===== config.mk =====
export PLATFORM = sky130hd
export DESIGN_NAME = ifm_rd_master_flat
export DESIGN_NICKNAME = d
export VERILOG_FILES = /design/src/rtl/ifm_rd_master_if.sv /design/src/rtl/ifm_rd_master.sv /design/src/flat_wrapper.sv
export SDC_FILE = /design/constraint.sdc
export NUM_CORES = 1
export LEC_CHECK = 0
export ABC_AREA = 1
export CORE_MARGIN = 2
export CORE_UTILIZATION = 45
export CTS_BUF_LIST = sky130_fd_sc_hd__clkbuf_16
export DETAILED_ROUTE_END_ITERATION = 8
export HOLD_SLACK_MARGIN = 0.12
export SYNTH_ARGS = -nofsm -noshare
export SYNTH_HDL_FRONTEND = slang
export SYNTH_SLANG_ARGS = --single-unit

===== constraint.sdc =====
create_clock -name clk -period 10.3 [get_ports clk]
set_clock_uncertainty 0.2 [all_clocks]
set_input_delay 3.09 -clock clk [delete_from_list [all_inputs] [get_ports clk]]
set_output_delay 3.09 -clock clk [all_outputs]
set_load 0.005 [all_outputs]

===== src/rtl/ifm_rd_master_if.sv =====
// IFM read bus: AXI read address/data channels plus the outbound
// feature-map stream toward the compute core.
interface ifm_rd_master_if #(
    parameter int DATA_W = 64
);
    logic [31:0]       m_axi_ifm_araddr;
    logic              m_axi_ifm_arvalid;
    logic              m_axi_ifm_arready;
    logic [DATA_W-1:0] m_axi_ifm_rdata;
    logic              m_axi_ifm_rvalid;
    logic              m_axi_ifm_rready;
    logic [DATA_W-1:0] ifm_data;
    logic              ifm_valid;
    logic              ifm_ready;

    modport master (
        output m_axi_ifm_araddr,
        output m_axi_ifm_arvalid,
        input  m_axi_ifm_arready,
        input  m_axi_ifm_rdata,
        input  m_axi_ifm_rvalid,
        output m_axi_ifm_rready,
        output ifm_data,
        output ifm_valid,
        input  ifm_ready
    );

    modport slave (
        input  m_axi_ifm_araddr,
        input  m_axi_ifm_arvalid,
        output m_axi_ifm_arready,
        output m_axi_ifm_rdata,
        output m_axi_ifm_rvalid,
        input  m_axi_ifm_rready,
        input  ifm_data,
        input  ifm_valid,
        output ifm_ready
    );
endinterface


===== src/rtl/ifm_rd_master.sv =====
// Input feature-map read master: single-beat AXI reads into a
// show-ahead FIFO that feeds the compute-core stream.
module ifm_rd_master #(
    parameter int DATA_W = 64,
    parameter int DEPTH  = 8
) (
    input  logic        clk,
    input  logic        rst_n,
    input  logic        start,
    input  logic [31:0] base_addr,
    input  logic [15:0] num_words,
    output logic        busy,
    output logic        done,
    ifm_rd_master_if.master bus
);
    localparam int          AW   = $clog2(DEPTH);
    localparam logic [31:0] STEP = 32'(DATA_W / 8);

    typedef enum logic [1:0] {
        S_IDLE,
        S_RUN,
        S_DONE
    } state_t;

    state_t            state_q, state_d;
    logic [16:0]       total_q, req_q, dlv_q, in_flight;
    logic [31:0]       next_q, araddr_q;
    logic              arvalid_q;
    logic [DATA_W-1:0] mem [DEPTH];
    logic [AW-1:0]     wptr_q, rptr_q;
    logic [AW:0]       cnt_q;
    logic              ar_fire, raise, wr, rd, last, launch;

    assign launch    = (state_q == S_IDLE) && start;
    assign ar_fire   = arvalid_q && bus.m_axi_ifm_arready;
    assign in_flight = req_q - dlv_q;
    // a raised-but-unaccepted AR already holds its FIFO slot
    assign raise = (state_q == S_RUN) && (!arvalid_q || ar_fire) &&
                   (req_q < total_q) && (in_flight < 17'(DEPTH));
    assign wr    = bus.m_axi_ifm_rvalid && (state_q == S_RUN);
    assign rd    = (cnt_q != '0) && bus.ifm_ready;
    assign last  = rd && (dlv_q == total_q - 17'd1);

    always_ff @(posedge clk or negedge rst_n) begin
        if (!rst_n) state_q <= S_IDLE;
        else        state_q <= state_d;
    end

    always_comb begin
        state_d = state_q;
        unique case (state_q)
            S_IDLE: if (start)
                state_d = (num_words == 16'd0) ? S_DONE : S_RUN;
            S_RUN:  if (last) state_d = S_DONE;
            S_DONE: state_d = S_IDLE;
            default: state_d = S_IDLE;
        endcase
    end

    always_comb begin
        busy                 = (state_q != S_IDLE);
        done                 = (state_q == S_DONE);
        bus.m_axi_ifm_rready = (state_q == S_RUN);
    end

    always_ff @(posedge clk or negedge rst_n) begin
        if (!rst_n) begin
            total_q   <= '0;
            req_q     <= '0;
            dlv_q     <= '0;
            next_q    <= '0;
            araddr_q  <= '0;
            arvalid_q <= 1'b0;
        end else begin
            if (launch) begin
                total_q <= {1'b0, num_words};
                req_q   <= '0;
                dlv_q   <= '0;
                next_q  <= base_addr;
            end else begin
                if (raise) begin
                    req_q  <= req_q + 17'd1;
                    next_q <= next_q + STEP;
                end
                if (rd) dlv_q <= dlv_q + 17'd1;
            end
            if (raise) begin
                arvalid_q <= 1'b1;
                araddr_q  <= next_q;
            end else if (ar_fire) begin
                arvalid_q <= 1'b0;
            end
        end
    end

    always_ff @(posedge clk or negedge rst_n) begin
        if (!rst_n) begin
            wptr_q <= '0;
            rptr_q <= '0;
            cnt_q  <= '0;
        end else begin
            if (wr) wptr_q <= wptr_q + AW'(1);
            if (rd) rptr_q <= rptr_q + AW'(1);
            unique case ({wr, rd})
                2'b10:   cnt_q <= cnt_q + (AW+1)'(1);
                2'b01:   cnt_q <= cnt_q - (AW+1)'(1);
                default: cnt_q <= cnt_q;
            endcase
        end
    end

    always_ff @(posedge clk) begin
        if (wr) mem[wptr_q] <= bus.m_axi_ifm_rdata;
    end

    assign bus.m_axi_ifm_araddr  = araddr_q;
    assign bus.m_axi_ifm_arvalid = arvalid_q;
    assign bus.ifm_valid         = (cnt_q != '0);
    assign bus.ifm_data          = (cnt_q != '0) ? mem[rptr_q] : '0;
endmodule


===== src/flat_wrapper.sv =====
// flat-port wrapper written by rule: the top's interface ports become plain ports
module ifm_rd_master_flat 
#(
    parameter int DATA_W = 64,
    parameter int DEPTH  = 8
)
  (clk, rst_n, start, base_addr, num_words, busy, done, bus_m_axi_ifm_araddr, bus_m_axi_ifm_arvalid, bus_m_axi_ifm_arready, bus_m_axi_ifm_rdata, bus_m_axi_ifm_rvalid, bus_m_axi_ifm_rready, bus_ifm_data, bus_ifm_valid, bus_ifm_ready);
  ifm_rd_master_if #(.DATA_W(DATA_W)) bus_i ();
  input  logic clk;
  input  logic rst_n;
  input  logic start;
  input  logic [31:0] base_addr;
  input  logic [15:0] num_words;
  output logic busy;
  output logic done;
  output wire logic [$bits(bus_i.m_axi_ifm_araddr)-1:0] bus_m_axi_ifm_araddr;
  output wire logic [$bits(bus_i.m_axi_ifm_arvalid)-1:0] bus_m_axi_ifm_arvalid;
  input wire logic [$bits(bus_i.m_axi_ifm_arready)-1:0] bus_m_axi_ifm_arready;
  input wire logic [$bits(bus_i.m_axi_ifm_rdata)-1:0] bus_m_axi_ifm_rdata;
  input wire logic [$bits(bus_i.m_axi_ifm_rvalid)-1:0] bus_m_axi_ifm_rvalid;
  output wire logic [$bits(bus_i.m_axi_ifm_rready)-1:0] bus_m_axi_ifm_rready;
  output wire logic [$bits(bus_i.ifm_data)-1:0] bus_ifm_data;
  output wire logic [$bits(bus_i.ifm_valid)-1:0] bus_ifm_valid;
  input wire logic [$bits(bus_i.ifm_ready)-1:0] bus_ifm_ready;
  assign bus_m_axi_ifm_araddr = bus_i.m_axi_ifm_araddr;
  assign bus_m_axi_ifm_arvalid = bus_i.m_axi_ifm_arvalid;
  assign bus_i.m_axi_ifm_arready = bus_m_axi_ifm_arready;
  assign bus_i.m_axi_ifm_rdata = bus_m_axi_ifm_rdata;
  assign bus_i.m_axi_ifm_rvalid = bus_m_axi_ifm_rvalid;
  assign bus_m_axi_ifm_rready = bus_i.m_axi_ifm_rready;
  assign bus_ifm_data = bus_i.ifm_data;
  assign bus_ifm_valid = bus_i.ifm_valid;
  assign bus_i.ifm_ready = bus_ifm_ready;
  ifm_rd_master #(.DATA_W(DATA_W), .DEPTH(DEPTH)) u_core (.clk(clk), .rst_n(rst_n), .start(start), .base_addr(base_addr), .num_words(num_words), .busy(busy), .done(done), .bus(bus_i));
endmodule

; Word-level counts from Yosys, hierarchy flattened
; Memory sizes are Yosys's and may differ from the RTL's.
; Index checks and enable logic that the tools add are counted.
[op_classes]
n_lt_le_gt_ge = 2
n_eq_ne = 7
addsub = 9
n_mux = 16
n_reduce_logical = 19
[ops]
columns = cell, n
row1 = two-way mux 17 bit, 4
row2 = two-way mux 32 bit, 2
row3 = two-way mux 64 bit, 1
row4 = adder 17 x 1 -> 17 bit (second input constant), 2
row5 = adder 32 x 4 -> 32 bit (second input constant), 1
row6 = == test 17 bit, 1
row7 = less-than comparator 17 x 16 -> 1 bit, 1
row8 = less-than comparator 17 x 4 -> 1 bit (second input constant), 1
row9 = subtractor 16 x 1 -> 17 bit (second input constant), 1
row10 = subtractor 17 bit, 1
row11 = logical NOT 16 bit, 1
row12 = nonzero test 2 bit, 5
row13 = logical AND 1 bit, 8
row14 = one-hot mux 4 bit (2 select lines), 1
row15 = adder 3 x 1 -> 3 bit (second input constant), 2
row16 = two-way mux 2 bit, 3
row17 = adder 4 x 1 -> 4 bit (second input constant), 1
row18 = == test 2 x 1 -> 1 bit (second input constant), 2
row19 = == test 2 bit (second input constant), 2
row20 = two-way mux 1 bit, 4
row21 = one-hot mux 2 bit (2 select lines), 1
row22 = nonzero test 4 bit, 1
row23 = subtractor 4 x 1 -> 4 bit (second input constant), 1
row24 = logical NOT 2 bit, 1
row25 = 5 further kinds, 5
[word_totals]
out_inout_bits = 101
elab_cells = 64
n_memories = 1
ram_bits = 512
regBits = 127
[mem_list]
columns = name, depth, word_bits, rd, rd_clocked_by_memory_dff, write_ports, line_no
row1 = u_core.mem, 8, 64, 1, 0, 1, ifm_rd_master.sv:29  ; logic [DATA_W-1:0] mem [DEPTH];

; Depth between registers and ports, before layout
[depth]
ltp_word = 7
ltp_mapped = 19

; Worst setup path after synthesis
; No wires, ideal clock.
[synth_path]
path_kind = input to register
start = in bus_m_axi_ifm_rvalid
end = mem u_core.mem[0][0], enable pin
stages = 3
t_required_ps = 9614
slack_ps = 3436
path_buffers = 0
arrival_time_ps = 6177
cell_sequence = nand2_1 > or2_2 > nor2_1
[synth_between]
elab_chain_len = 3
[synth_rtl]
columns = element, line_no
row1 = from (decl), flat_wrapper.sv:20  ; input wire logic [$bits(bus_i.m_axi_ifm_rvalid)-1:0] bus_m_axi_ifm_rvalid;
row2 = logical AND 1 bit, ifm_rd_master.sv:40  ; assign wr = bus.m_axi_ifm_rvalid && (state_q == S_RUN);
row3 = two-way mux 1 bit, ifm_rd_master.sv:113  ; if (wr) mem[wptr_q] <= bus.m_axi_ifm_rdata;
row4 = two-way mux 1 bit (implied by the code), ifm_rd_master.sv:113
row5 = to (decl), ifm_rd_master.sv:29
; No other way between the ends.

; Final worst setup path
[layout_path]
start = reg u_core.rptr_q[1]
end = out bus_ifm_data[43]
[layout_between]
elab_chain_len = 2
[layout_rtl]
columns = element, line_no
row1 = from (decl), ifm_rd_master.sv:30  ; logic [AW-1:0] wptr_q, rptr_q;
row2 = from (signal assigned), ifm_rd_master.sv:103  ; if (rd) rptr_q <= rptr_q + AW'(1);
row3 = memory read (8 x 64 bit), --
row4 = two-way mux 64 bit, ifm_rd_master.sv:119  ; assign bus.ifm_data = (cnt_q != '0) ? mem[rptr_q] : '0;
row5 = to (decl), flat_wrapper.sv:22  ; output wire logic [$bits(bus_i.ifm_data)-1:0] bus_ifm_data;
; No other way between the ends.

==> results.cfg <==
[run_status]
outcome = finished, final reports clean

[global_route]
grt_max_degree = 231
grtUsageTotal_pct = 21.82
grt_overflow_total = 0
grt_pass1_wl_microns = 113500
grt_pass1_vias = 20230
antenna_found_initial = 11

[critical_path]
r2r_start = u_core.req_q[3]
worstSetupPathType = flip-flop to primary output
critPathMaxFanout = 65
slowest_delay_ps = 780
slowest_stage = dfrtp_4
end_kind = primary output
worstPathArrival_ps = 4140
rrSetupSlack_ps = 5890
start_kind = flip-flop
critPathMostFrequentCell = o21ai_0
cp_top_family = buffers and inverters
crit_cells = 7
crit_chain = inv_6 -> buf_4 -> o21ai_0 -> o22ai_1 -> o21ai_0 -> a31oi_1 -> clkdlybuf4s50_1
rr_worst_depth = 14
required_ps = 7010
critPathBufInv = 3
r2r_end = u_core.next_q[10]

[power_and_ir_drop]
p_clk_share_pct = 26.8
power_frac_comb_pct = 38.6
p_leak_nw = 12.52
seqPwrFrac_pct = 34.6
p_per_area_nw_per_um2 = 288.9
p_sw_mw = 3.649
p_int_mw = 6.107
peakVddDrop_v = 0.0002156
swShare_pct = 37.40

[timing]
worst_slack_ps = 2866
relSlewSlack_pct = 18.39
maxSlewViolCount = 0
hold_violations = 0
rsz0062_at_grt = no
tightest_slew_ps = 1224
finalSetupTns_ps = 0
setup_viol = 0
whs_ps = 281.1
fin_crit_sh_pct = 72.17
timing.fmax_mhz = 134.5
final.min_clock_period_ps = 7434

[route]
drt_iter0_markers = 1627
wl_microns = 72020
detail-route-antenna-nets = 0
vias = 20430
first_pass_iters = 5
drc_errors = 0
post_drt_via_cell_ratio = 5.395
wl_per_cell_microns = 19.02

[yosys]
synth_edf_count = 512
synth-adder-area-share_pct = 1.787
synthFlopType = edfxtp_1
synth_top_cell_area_share_pct = 54.08
avgSynthCellArea_sq_um = 10.49
yosysTopAreaCell = edfxtp_1
synthMuxAreaShare_pct = 0
synth-compound-area-share_pct = 10.87
synth.area.top_cells = edfxtp_1 54%, dfrtp_1 11%, o21ai_0 6.5%
syn_nets = 2867
synth_warnings = 0
ys_seq_elements = 639
synth_simple_gate_area_share_pct = 15.85
yosysSeqAreaShare_pct = 65.26
async_flop_share_pct = 19.87
syn-cell-area_sq_um = 28430
syn_inst = 2709
synth_cell_types = 43
synth_top_family_by_area = simple AND/OR/NAND/NOR gates
synth_xor_xnor_area_share_pct = 1.941

[placed_design]
place_ws_ps = 3504
dp_hpwl_microns = 40860
place_congestion = 0.8610
portBuffers = 218

[clock_tree]
htreeDepth = 3
root_buffer = clkbuf_16
postCtsSetupBuffers = 0
clock-sinks = 639
cts_tree = built
cts_max_path_buffers = 3
clk_latency_ps = 620
cts_buffers = 70
clk_pin_slew_ps = 60
ctsResizeCount = 0
ctsHoldBuffers = 0

[hold_path]
whs_endpoint = u_core.bus.m_axi_ifm_araddr[23]
holdCritPathClass = flip-flop to flip-flop
hold_depth = 2
min-delay-start = u_core.bus.m_axi_ifm_araddr[23]

[layout]
area_growth_pct = 18.79
nNetsFinal = 3042
drive_above_1_share_pct = 6.467

[die]
core_area_sq_um = 62740
dieArea_sq_um = 65200
fp.dieW_microns = 255.3
ios = 219
num_rows = 92
start_util_pct = 45.32
die_h_microns = 255.3

[job]
drv_cap = 0
==> logic make-up (layout without fill, tap and decap cells) <==
logic type,count (synthesis),in the layout
adders and majority gates,40,40
and+or+nand+nor,1099,1099
DFF,639,639
xor gates and xnor gates,63,63
AOI/OAI and AO/OA,568,568
other,0,3
buffers and inverters,300,529
==> power by group through the flow <==
| stage | Clock (mW) | Sequential, mW | Combinational (mW) |
|---|---|---|---|
| 2_1_floorplan | 0 | 3.31 | 2.38 |
| 3_3_place_gp | 0 | 3.42 | 3.71 |
| 3_5_place_dp | 0 | 3.43 | 3.76 |
| 4_1_cts | 2.67 | 3.37 | 3.78 |
| 5_1_grt | 2.76 | 3.41 | 4.22 |
| 6_report | 2.61 | 3.38 | 3.76 |
==> Yosys cell counts (3+ instances only) <==
| cell type | count |
|---|---|
| a211oi_1 | 3 |
| a21oi_1 | 23 |
| a31oi_1 | 65 |
| buf_1 | 15 |
| buf_4 | 4 |
| buf_6 | 10 |
| clkbuf_1 | 109 |
| dfrtp_1 | 127 |
| edfxtp_1 | 512 |
| ha_1 | 39 |
| inv_1 | 158 |
| nand2_1 | 418 |
| nand2_2 | 8 |
| nand3_1 | 97 |
| nand3_2 | 9 |
| nand3b_1 | 3 |
| nand4_1 | 18 |
| nor2_1 | 487 |
| nor2_2 | 5 |
| nor3_1 | 28 |
| nor3b_1 | 5 |
| nor4_1 | 15 |
| o21ai_0 | 372 |
| o21ai_1 | 18 |
| o21ai_2 | 13 |
| o22ai_1 | 65 |
| xnor2_1 | 13 |
| xor2_1 | 50 |
==> state kept, by name, indices dropped and copies added, names as in the netlist <==
| name | flops |
|---|---|
| u_core.bus.m_axi_ifm_araddr | 32 |
| u_core.bus.m_axi_ifm_arvalid | 1 |
| u_core.cnt_q | 4 |
| u_core.dlv_q | 17 |
| u_core.mem | 512 |
| u_core.next_q | 32 |
| u_core.req_q | 17 |
| u_core.rptr_q | 3 |
| u_core.state_q | 2 |
| u_core.total_q | 16 |
| u_core.wptr_q | 3 |
==> through the flow <==
stage / util, % / area (sq um) / power [mW] / cells
after floorplan: - / 28430 / 5.687 / 2709
after global placement: 49.97 / 31350 / 7.122 / 3658
after detailed placement: 49.97 / 31350 / 7.182 / 3658
after CTS: 53.82 / 33760 / 9.824 / 3784
after global routing: 53.83 / 33770 / 10.39 / 3787
final: 53.83 / 33770 / 9.756 / 3787
==> worst min-delay path: cells and delay by family, from the launching register on <==
family	cells	cell delay, ps
AO/OA/AOI/OAI	1	50
flip-flops	1	340
AND/OR/NAND/NOR	1	60
==> how the worst max path moves through the flow <==
stage,from,endpoint
6_report,u_core.rptr_q[1],bus_ifm_data[43]
5_1_grt,u_core.rptr_q[0],bus_ifm_data[30]
4_1_cts,u_core.rptr_q[1],bus_ifm_data[43]
3_5_place_dp,bus_m_axi_ifm_arready,u_core.next_q[28]
3_3_place_gp,u_core.rptr_q[1],bus_ifm_data[43]
2_1_floorplan,bus_m_axi_ifm_rvalid,u_core.mem[0][0]
==> routing by layer <==
metal / track usage, % / share of wire, % / wire length, microns
met1: 28.58 / 43 / 31210
met2: 36.32 / 48 / 34520
met4: 6.748 / 2.4 / 1738
met3: 4.792 / 6.2 / 4459
met5: 0 / 0.12 / 90
==> cell type report <==
cell class / instances / area, sq um
Fill cell: 5381 / 28960
Sequential cell: 639 / 18560
Multi-Input combinational cell: 1770 / 8737
Timing Repair Buffer: 243 / 2380
Clock buffer: 71 / 1777
Tap cell: 846 / 1059
Clock inverter: 55 / 638.1
Inverter: 160 / 613.1
Antenna cell: 3 / 7.507
==> cell usage in the layout (no fill, tap or decap), types with 71 or more instances in the layout <==
cell	netlist	final
nand2_1	418	418
nand3_1	97	96
dfrtp_1	127	125
clkdlybuf4s50_1	0	217
o21ai_0	372	372
clkbuf_16	0	71
inv_1	158	161
nor2_1	487	478
edfxtp_1	512	512
No activity file was read; power rests on OpenSTA's default activity.
